[config.mk]
export PLATFORM = sky130hd
export DESIGN_NAME = mult_arbiter
export DESIGN_NICKNAME = d
export VERILOG_FILES = /design/src/rtl/mult_arbiter.sv
export SDC_FILE = /design/constraint.sdc
export NUM_CORES = 1
export LEC_CHECK = 0
export ABC_CLOCK_PERIOD_IN_PS = 5300
export CORE_UTILIZATION = 40
export DETAILED_ROUTE_END_ITERATION = 10
export PLACE_DENSITY = 0.82
export SLEW_MARGIN = 10
export SYNTH_ARGS = -nofsm -noshare
export SYNTH_HDL_FRONTEND = slang
export SYNTH_SLANG_ARGS = --single-unit
[constraint.sdc]
create_clock -name clk -period 5.3 [get_ports clk]
set_input_delay 0.53 -clock clk [delete_from_list [all_inputs] [get_ports clk]]
set_output_delay 0.53 -clock clk [all_outputs]
set_load 0.02 [all_outputs]
[src/rtl/mult_arbiter.sv]
// rtl/mult_arbiter.sv - round-robin arbiter sequencing two requesters onto one shared multiplier
module mult_arbiter #(
  parameter int OPCNT_W = 16
) (
  input  logic               clk,
  input  logic               rst,
  input  logic               req0_valid,
  output logic               req0_ready,
  input  logic [31:0]        req0_a,
  input  logic [31:0]        req0_b,
  input  logic               req1_valid,
  output logic               req1_ready,
  input  logic [31:0]        req1_a,
  input  logic [31:0]        req1_b,
  output logic               resp0_valid,
  input  logic               resp0_ready,
  output logic [31:0]        resp0_data,
  output logic               resp1_valid,
  input  logic               resp1_ready,
  output logic [31:0]        resp1_data,
  output logic               mul_wstrb,
  output logic               mul_rstrb,
  output logic [1:0]         mul_sel,
  output logic [31:0]        mul_wdata,
  input  logic [31:0]        mul_rdata,
  output logic               busy,
  output logic [OPCNT_W-1:0] ops_done
);

  typedef enum logic [2:0] {S_IDLE, S_WR_A, S_WR_B, S_GO, S_WAIT, S_READ, S_RESP} state_t;

  state_t      state_q, state_d;
  logic        last_grant, owner;
  logic [31:0] op_a, op_b;
  logic        grant0, grant1, accept, resp_hs;

  // Port 1 only wins a contention when port 0 was served last, and vice versa.
  assign grant0  = req0_valid && (!req1_valid || last_grant);
  assign grant1  = req1_valid && (!req0_valid || !last_grant);
  assign accept  = (state_q == S_IDLE) && (grant0 || grant1);
  assign resp_hs = (state_q == S_RESP) && (owner ? resp1_ready : resp0_ready);

  always_comb begin
    state_d     = state_q;
    req0_ready  = 1'b0;
    req1_ready  = 1'b0;
    resp0_valid = 1'b0;
    resp1_valid = 1'b0;
    mul_wstrb   = 1'b0;
    mul_rstrb   = 1'b0;
    mul_sel     = 2'b11;
    mul_wdata   = 32'd0;
    busy        = (state_q != S_IDLE);
    case (state_q)
      S_IDLE: begin
        req0_ready = grant0;
        req1_ready = grant1;
        if (accept) state_d = S_WR_A;
      end
      S_WR_A: begin
        mul_wstrb = 1'b1;
        mul_sel   = 2'b00;
        mul_wdata = op_a;
        state_d   = S_WR_B;
      end
      S_WR_B: begin
        mul_wstrb = 1'b1;
        mul_sel   = 2'b01;
        mul_wdata = op_b;
        state_d   = S_GO;
      end
      S_GO: begin
        mul_wstrb = 1'b1;
        mul_sel   = 2'b10;
        state_d   = S_WAIT;
      end
      S_WAIT: state_d = S_READ;
      S_READ: begin
        mul_rstrb = 1'b1;
        state_d   = S_RESP;
      end
      S_RESP: begin
        resp0_valid = !owner;
        resp1_valid = owner;
        if (resp_hs) state_d = S_IDLE;
      end
      default: state_d = S_IDLE;
    endcase
  end

  always_ff @(posedge clk or posedge rst) begin
    if (rst) begin
      state_q    <= S_IDLE;
      last_grant <= 1'b1;
      owner      <= 1'b0;
      op_a       <= 32'd0;
      op_b       <= 32'd0;
      resp0_data <= 32'd0;
      resp1_data <= 32'd0;
      ops_done   <= '0;
    end else begin
      state_q <= state_d;
      if (accept) begin
        owner      <= grant1;
        last_grant <= grant1;
        op_a       <= grant1 ? req1_a : req0_a;
        op_b       <= grant1 ? req1_b : req0_b;
      end
      if (state_q == S_READ) begin
        if (owner) resp1_data <= mul_rdata;
        else       resp0_data <= mul_rdata;
      end
      if (resp_hs) ops_done <= ops_done + OPCNT_W'(1);
    end
  end

endmodule

== Word level (Yosys, flattened, before mapping) ==
Cells that the tools add are included.

* Flip-flop bits (word level): 149
* Latch bits: 0
* Memory bits (writable): 0
* Memory bits (read-only): 0
* Bits of input ports: 166
* Output and inout bits: 121
* Logic and storage cells: 49
* Memories kept: 0

* Add/subtract/negate cells: 1
* $mul: 0
* Divide/modulo/power cells: 0
* $lt $le $gt $ge: 0
* Equality and inequality tests: 8
* Shift operators: 0
* Multiplexer cells: 14
* Bitwise logic cells: 1
* Reductions and logical operators: 17

{| class="wikitable"
|+ Operators by type and width
! kind !! number
|-
| 2-to-1 mux 32 bit || 2
|-
| one-hot mux 32 bit (2 select lines) || 1
|-
| one-hot mux 3 bit (7 select lines) || 1
|-
| adder 16 x 1 -> 16 bit (second input constant) || 1
|-
| equality test 3 bit (second input constant) || 3
|-
| 2-to-1 mux 1 bit || 7
|-
| equality test 3 x 2 -> 1 bit (second input constant) || 2
|-
| 2-to-1 mux 3 bit || 2
|-
| one-hot mux 2 bit (3 select lines) || 1
|-
| AND reduction 2 bit || 3
|-
| logical AND 1 bit || 4
|-
| zero test 1 bit || 4
|-
| != test 2 bit (second input constant) || 2
|-
| equality test 3 x 1 -> 1 bit (second input constant) || 1
|-
| zero test 3 bit || 1
|-
| logical OR 1 bit || 3
|-
| nonzero test 3 bit || 1
|-
| OR reduction 3 bit || 1
|-
| inverter 1 bit || 1
|}

== Longest topological paths before layout ==
Gate-level depths: netlist of run 1.

* Word-level depth: 7
* Depth in mapped cells: 8
* Depth with buffers taken out: 5

== Worst setup path after synthesis of run 1 ==
OpenSTA, ideal clock, no wires.

* Path kind: flip-flop to output port
* Start point: reg state_q[0]
* End point: out mul_wdata[10]
* Arrival: 1.407 ns
* Required time: 4.770 ns
* Path slack: 3.363 ns
* Cell stages (with the launch flop): 5
* Buffers on the path: 1
* Cells stage by stage: dfrtp_1 nand2b_1 nor2_1 clkbuf_1 a22o_1

* Cells in the longest elaborated chain, start to end: 2
* Elaborated cells between the ends (all ways): 3
* Those cells by class: 2 x eq/ne; 1 x mux

{| class="wikitable"
|+ Ends and longest elaborated chain
! what !! line !! source
|-
| from (decl) || 32 || <nowiki>state_t state_q, state_d;</nowiki>
|-
| from (signal assigned) || 102 || <nowiki>state_q <= state_d;</nowiki>
|-
| equality test 3 x 2 -> 1 bit or equality test 3 x 1 -> 1 bit (tied branches) || 54 || <nowiki>case (state_q)</nowiki>
|-
| one-hot mux 32 bit (2 select lines) (*) || 54 ||
|-
| to (decl) || 24 || <nowiki>output logic [31:0] mul_wdata,</nowiki>
|}

Every way passes the cells marked *; elsewhere a longest branch is shown, timed or not.

== Worst setup path in the final report of run 1 ==
* Start point: reg state_q[1]
* End point: out mul_wdata[17]

The elaborated chain is that of the path after synthesis.

==> reports/results.tsv, run 1 <==
metric	value	unit
status	finished, final reports clean	
clkSinkCount	149	
combPwrFrac	0.483	
fin_tns_setup	0	ns
slew_headroom	0.2295	
crit_buf_inv	2	
grt_antenna_before_repair	1	
max_stage_delay	0.65	ns
h-tree-depth	4	
synth_xor_area_frac	0.01971	
first_pass_iters	6	
start_kind	flip-flop	
io_pins	287	
yosysSeqAreaShare	0.5596	
fillers	1277	
pwr-share-clk	0.185	
nets	993	
yosysMostFrequentCell	dfrtp_1	
grt_pass1_wl	26250	microns
ant_nets	0	
syn2layout_area_growth	53.24	%
synth_top_family_by_area	multiplexers	
hpwl	12540	microns
core_area	16060	sq um
viasPerCell	4.982	
drive_gt1_frac	0.1299	
fp.dieArea	17180	sq um
worstSkewPairLatency	0.41	ns
postCtsSetupRepairBufs	0	
power_frac_seq	0.331	
worst_pin_slew	1.153	ns
initial_core_util	0.4151	
grt_util_all_layers	0.2033	
numPortBuffers	286	
p_sw_frac	0.3777	
skew	0.008029	ns
cp_top_family	buffers and inverters	
grt.overflow.total	0	
synth_cell_type_count	37	
yosys.area_share.simple	0.07734	
crit_chain	nor2b_2 -> nor2b_2 -> buf_4 -> a22o_1 -> clkdlybuf4s50_1	
grt_pass1_vias	5150	
clockBufferDepth	2	
synth_fa_ha_area_frac	0.001877	
syn_avg_cell_area	12.10	sq um
synthMuxAreaShare	0.2091	
place_congestion	0.7939	
dp_cells	1023	
cp.required	4.77	ns
ctsResizeCount	0	
netlist.top_cell.by_area	dfrtp_1	
synth-compound-area-share	0.09724	
ys.flop_type	dfrtp_1	
cts_root_buffer	clkbuf_16	
fin_crit	3.016	ns
p_leak	4.262	nW
final_cell_count_no_fill	1056	
critical_path.max_fanout	33	
clkSlewWorstSetupHoldPaths	0.06	ns
ys_ff_latch	149	
synth_commonest_cells	dfrtp_1, nor2_1, a21oi_1	
p_sw	2.264	mW
die_y	131.1	microns
initialDrtViolationCount	188	
cts_tree	built	
die_w	131.1	microns
timing.final.crit_share	0.5690	
wl_per_cell	16.35	microns
vias	5261	
synth_edf_count	0	
cell_internal_pwr	3.731	mW
syn-cell-area	6665	sq um
critical_path_class	flip-flop to primary output	
synth.area.top_cells	dfrtp_1, mux2i_1, mux2_2	
max_freq	331.6	MHz
rsz0062_at_grt	no	
totalPowerFinal	5.996	mW
synth_cells	551	
p_per_area	587.0	nW/um^2
irDropWorstVdd	256.5	uV
crit_slowest_cell	clkdlybuf4s50_1	
crit_path_end_kind	primary output	
async_flop_share	1.000	
hold_violations	0	
cts_buffers	17	
grt_max_degree	111	
wl	17260	microns
yosys.area.top_type_share	0.5557	
critPathArrivalTime	2.49	ns
setup_viol	0	
path_common_cell	nor2b_2	
syn_nets	718	
final-max-slew-violation-count	0	
ys_warn_count	0	
num_rows	46	
drc	0	
hold_buffers	0	
hold_class	flip-flop to flip-flop	
maxCapViolCount	0	
[power by group through the flow]
stage	sequential [mW]	clock, mW	combinational (mW)
3_3_place_gp	1.99	0	2.86
6_report	1.99	1.11	2.90
3_5_place_dp	2.01	0	2.92
4_1_cts	1.99	1.14	2.93
5_1_grt	2.06	1.18	3.14
2_1_floorplan	2.24	0	1.39
[metal layers]
metal	GRT usage	vias up	routed length [microns]
met5	0	-	0
met3	0.07833	19	1789
met2	0.3495	219	8460
met1	0.2318	2515	6774
li1	-	2508	-
met4	0.06761	0	237
[through the flow]
step	utilization	setup WS (ns)	hold slack [ns]	instance area, sq um
after detailed placement	0.6018	2.346	0.4680	9664
final	0.6360	2.284	0.4893	10210
after global placement	0.6018	2.460	0.4615	9664
after global routing	0.6360	2.099	0.4915	10210
after CTS	0.6359	2.231	0.4881	10210
after floorplan	-	0.7636	0.4953	6665
[worst register-to-register path, cell delays in order (launching register included)]
cell and delay, ns:
dfrtp_1 0.53, nor3_2 0.29, inv_1 0.15, nor2_4 0.89, buf_4 0.54, nor2_1 0.09
a21oi_1 0.14
[placed cells by master, fill, tap and decap left out, types with 2 or more instances in the layout]
cell type / n
clkdlybuf4s50_1: 286
dfrtp_1: 148
nor2_1: 72
a21oi_1: 67
mux2i_1: 65
mux2_2: 56
a22o_1: 32
clkbuf_16: 17
xnor2_1: 13
mux2_1: 10
nand2_1: 7
buf_4: 7
inv_6: 6
nand3_1: 5
inv_1: 4
nand4_1: 4
and3_1: 3
and4_1: 3
clkinv_2: 3
clkinvlp_4: 3
nor2b_2: 2
nand2b_1: 2
xor2_1: 2
o21ai_0: 2
clkinv_4: 2
inv_8: 2
[cell type report]
class                           count  area (sq um)  share of cell area
Tap cell                          216         270.3             0.02646
Antenna cell                        1         2.502           0.0002450
Clock inverter                     15         121.4             0.01188
Timing Repair Buffer              293          2915              0.2854
Sequential cell                   149          3730              0.3652
Inverter                            5         23.77            0.002328
Clock buffer                       17         425.4             0.04165
Multi-Input combinational cell    360          2725              0.2668
[sequential cells by signal (all words and copies together) (netlist names)]
name	cells
last_grant	1
op_a	32
state_q	3
op_b	32
resp0_data	32
ops_done	16
owner	1
resp1_data	32
[cell families after synthesis]
| kind of cell | count (synthesis) |
|---|---|
| compound gates | 104 |
| xor+xnor | 15 |
| fa+ha+maj | 1 |
| buf+inv | 42 |
| flops | 149 |
| mux | 131 |
| simple gates | 109 |
[path summary, 6_finish.rpt]
path	from	endpoint	slack, ns	cells past startpoint
setup / recovery	state_q[1]	mul_wdata[17]	2.28	5
hold / removal	ops_done[15]	ops_done[15]	0.49	1
setup reg to reg	state_q[2]	op_b[2]	2.58	6
hold reg to reg	ops_done[15]	ops_done[15]	0.49	1
max in group asynchronous	rst	op_a[8]	3.53	3
min in group asynchronous	rst	resp0_data[21]	0.67	2
No activity file was read; power rests on OpenSTA's default activity.
==> run 2: changes to the inputs <==
ABC_CLOCK_PERIOD_IN_PS = 2800   (was 5300)
clock period = 2.8 ns   (was 5.3 ns; I/O delays follow)
==> run 2 against run 1 <==
- clock skew is 0.015 ns higher
- global-route usage up 0.47 points
- first-iteration DRC count increased by 3.2%
- worst hold slack got worse by 0.044 ns
- non-clock buffer count up 1
- register-to-register slack worse by 1.7 ns
==> reports/results.tsv, run 2 (synthesized netlist as in run 1, its figures left out) <==
metric	value	unit	change
die_y	131.1	microns	unchanged
clkSinkCount	149		unchanged
skew	0.02265	ns	+0.01463 ns
first_pass_iters	5		-1
p_per_area	1118	nW/um^2	+90%
drive_gt1_frac	0.1310		+0.001036
status	finished, final reports clean		
critPathArrivalTime	2.39	ns	-0.10 ns
hold_class	input port to asynchronous set/reset pin		
fin_tns_setup	0	ns	unchanged
cts_buffers	17		unchanged
postCtsSetupRepairBufs	0		unchanged
final_common_cell	clkdlybuf4s50_1		
core_area	16060	sq um	unchanged
worstSkewPairLatency	0.43	ns	+0.02 ns
worst_pin_slew	0.8026	ns	-0.3505 ns
wl	17980	microns	+4.2%
timing.final.crit_share	0.9527		
cp.required	2.52	ns	-2.25 ns
rsz0062_at_grt	no		
num_rows	46		unchanged
nets	994		+0.10%
cts_root_buffer	clkbuf_16		
viasPerCell	4.986		about the same
clockBufferDepth	2		unchanged
detailroute.wirelength.met3	1775	microns	-0.78%
drc	0		unchanged
ant_nets	0		unchanged
irDropWorstVdd	696.2	uV	+170%
wl_per_cell	17.03	microns	+4.2%
hold_violations	0		unchanged
layout_common_cells	clkdlybuf4s50_1, dfrtp_1, nor2_1		
die_w	131.1	microns	unchanged
dpl_cell_area	9708	sq um	+0.45%
final-max-slew-violation-count	0		unchanged
grt_max_degree	150		+35%
place_congestion	0.8411		+5.9%
start_kind	flip-flop		
vias	5265		+0.076%
worst_r2r_endpoint	op_b[26]		
cp-startpoint	state_q[1]		
antenna_cells	0		-1
grt_pass1_wl	26800	microns	+2.1%
grt_antenna_before_repair	0		-1
io_pins	287		unchanged
whs	0.4451	ns	-0.04424 ns
final_area	10290	sq um	+0.80%
dr_wl_met2	8770	microns	+3.7%
regToRegSetupSlack	0.86	ns	-1.72 ns
fillers	1232		-3.5%
h-tree-depth	4		unchanged
initial_core_util	0.4151		unchanged
hpwl	12910	microns	+2.9%
grt_util_all_layers	0.2080		+0.004664
crit_path_end_kind	primary output		
maxCapViolCount	0		unchanged
syn2layout_area_growth	54.46	%	
fp.dieArea	17180	sq um	unchanged
dp_cells	1024		+0.098%
grt_pass1_vias	5091		-1.1%
critical_path.max_fanout	33		unchanged
p_leak	4.285	nW	+0.54%
cts_tree	built		
fin_util	0.6411		+0.005065
setup_viol	0		unchanged
slew_headroom	0.4650		+0.2355
highest_layer	met4		
numPortBuffers	286		unchanged
grt.overflow.total	0		unchanged
clkSlewWorstSetupHoldPaths	0.06	ns	about the same
worstSetupEndpoint	mul_wdata[10]		
wl_met1	7194	microns	+6.2%
critical_path_class	flip-flop to primary output		
max_freq	374.9	MHz	
fin_crit	2.667	ns	
reg2reg_depth	6		unchanged
final_cell_count_no_fill	1056		unchanged
regToRegStartpoint	state_q[2]		
initialDrtViolationCount	194		+3.2%
[run 2: cell count changes in the layout (fill, tap and decap cells not counted), sizes merged]
cell,delta
buf,+1
bufinv,+1
clkbuf,+1
clkinv,-3
clkinvlp,+2
diode,-1
inv,-1
[run 2: worst min-delay path by stage]
stage                        from              to  cells past startpoint
floorplan            mul_rdata[0]   resp1_data[0]                      1
global placement     ops_done[15]    ops_done[15]                      1
detailed placement   ops_done[15]    ops_done[15]                      1
CTS                     req0_a[0]         op_a[0]                      3
global route        mul_rdata[22]  resp1_data[22]                      2
finish                        rst   resp0_data[3]                      3
[run 2: area by class of cell]
cell class | count | area (sq um) | share of cell area
clock inverters | 14 | 140.1 | 0.01361
inverters | 5 | 22.52 | 0.002188
clock buffers | 18 | 439.2 | 0.04266
repair buffers | 294 | 2968 | 0.2883
well taps | 216 | 270.3 | 0.02625
flip-flops and latches | 149 | 3730 | 0.3623
multi-input cells | 360 | 2725 | 0.2647
[run 2: report_power, final]
group / switching, mW / total, mW / leakage, nW / internal, mW
sequential: 0.652 / 3.81 / 1.74 / 3.15
combinational: 2.68 / 5.47 / 2.27 / 2.78
clock: 0.966 / 2.24 / 0.274 / 1.27
total: 4.30 / 11.5 / 4.29 / 7.21
[run 2: metrics by stage]
stage          setup WS, ns  power [mW]
2_1_floorplan        0.6458       6.866
3_5_place_dp         0.5484       9.314
5_1_grt             0.02173       12.20
6_report             0.1325       11.51
3_3_place_gp         0.6013       9.192
4_1_cts             0.07131       11.60
[run 2: layer usage]
layer	up-vias	track usage
met4	0	0.06626
met1	2488	0.2482
met5	-	0
li1	2513	-
met2	245	0.3498
met3	19	0.07468
[run 2: worst max-delay path, stage by stage, from the launching register on]
cell             delay, ns
dfrtp_1               0.48
nor2b_2               0.20
nor2b_2               0.17
buf_6                 0.28
a22o_1                0.20
clkdlybuf4s50_1       0.61
[run 2: repair_timing]
item | 4_1_cts | 5_1_grt
resized for setup | 0 | 2
hold buffers | 0 | 0
setup endpoints to repair | 0 | 30
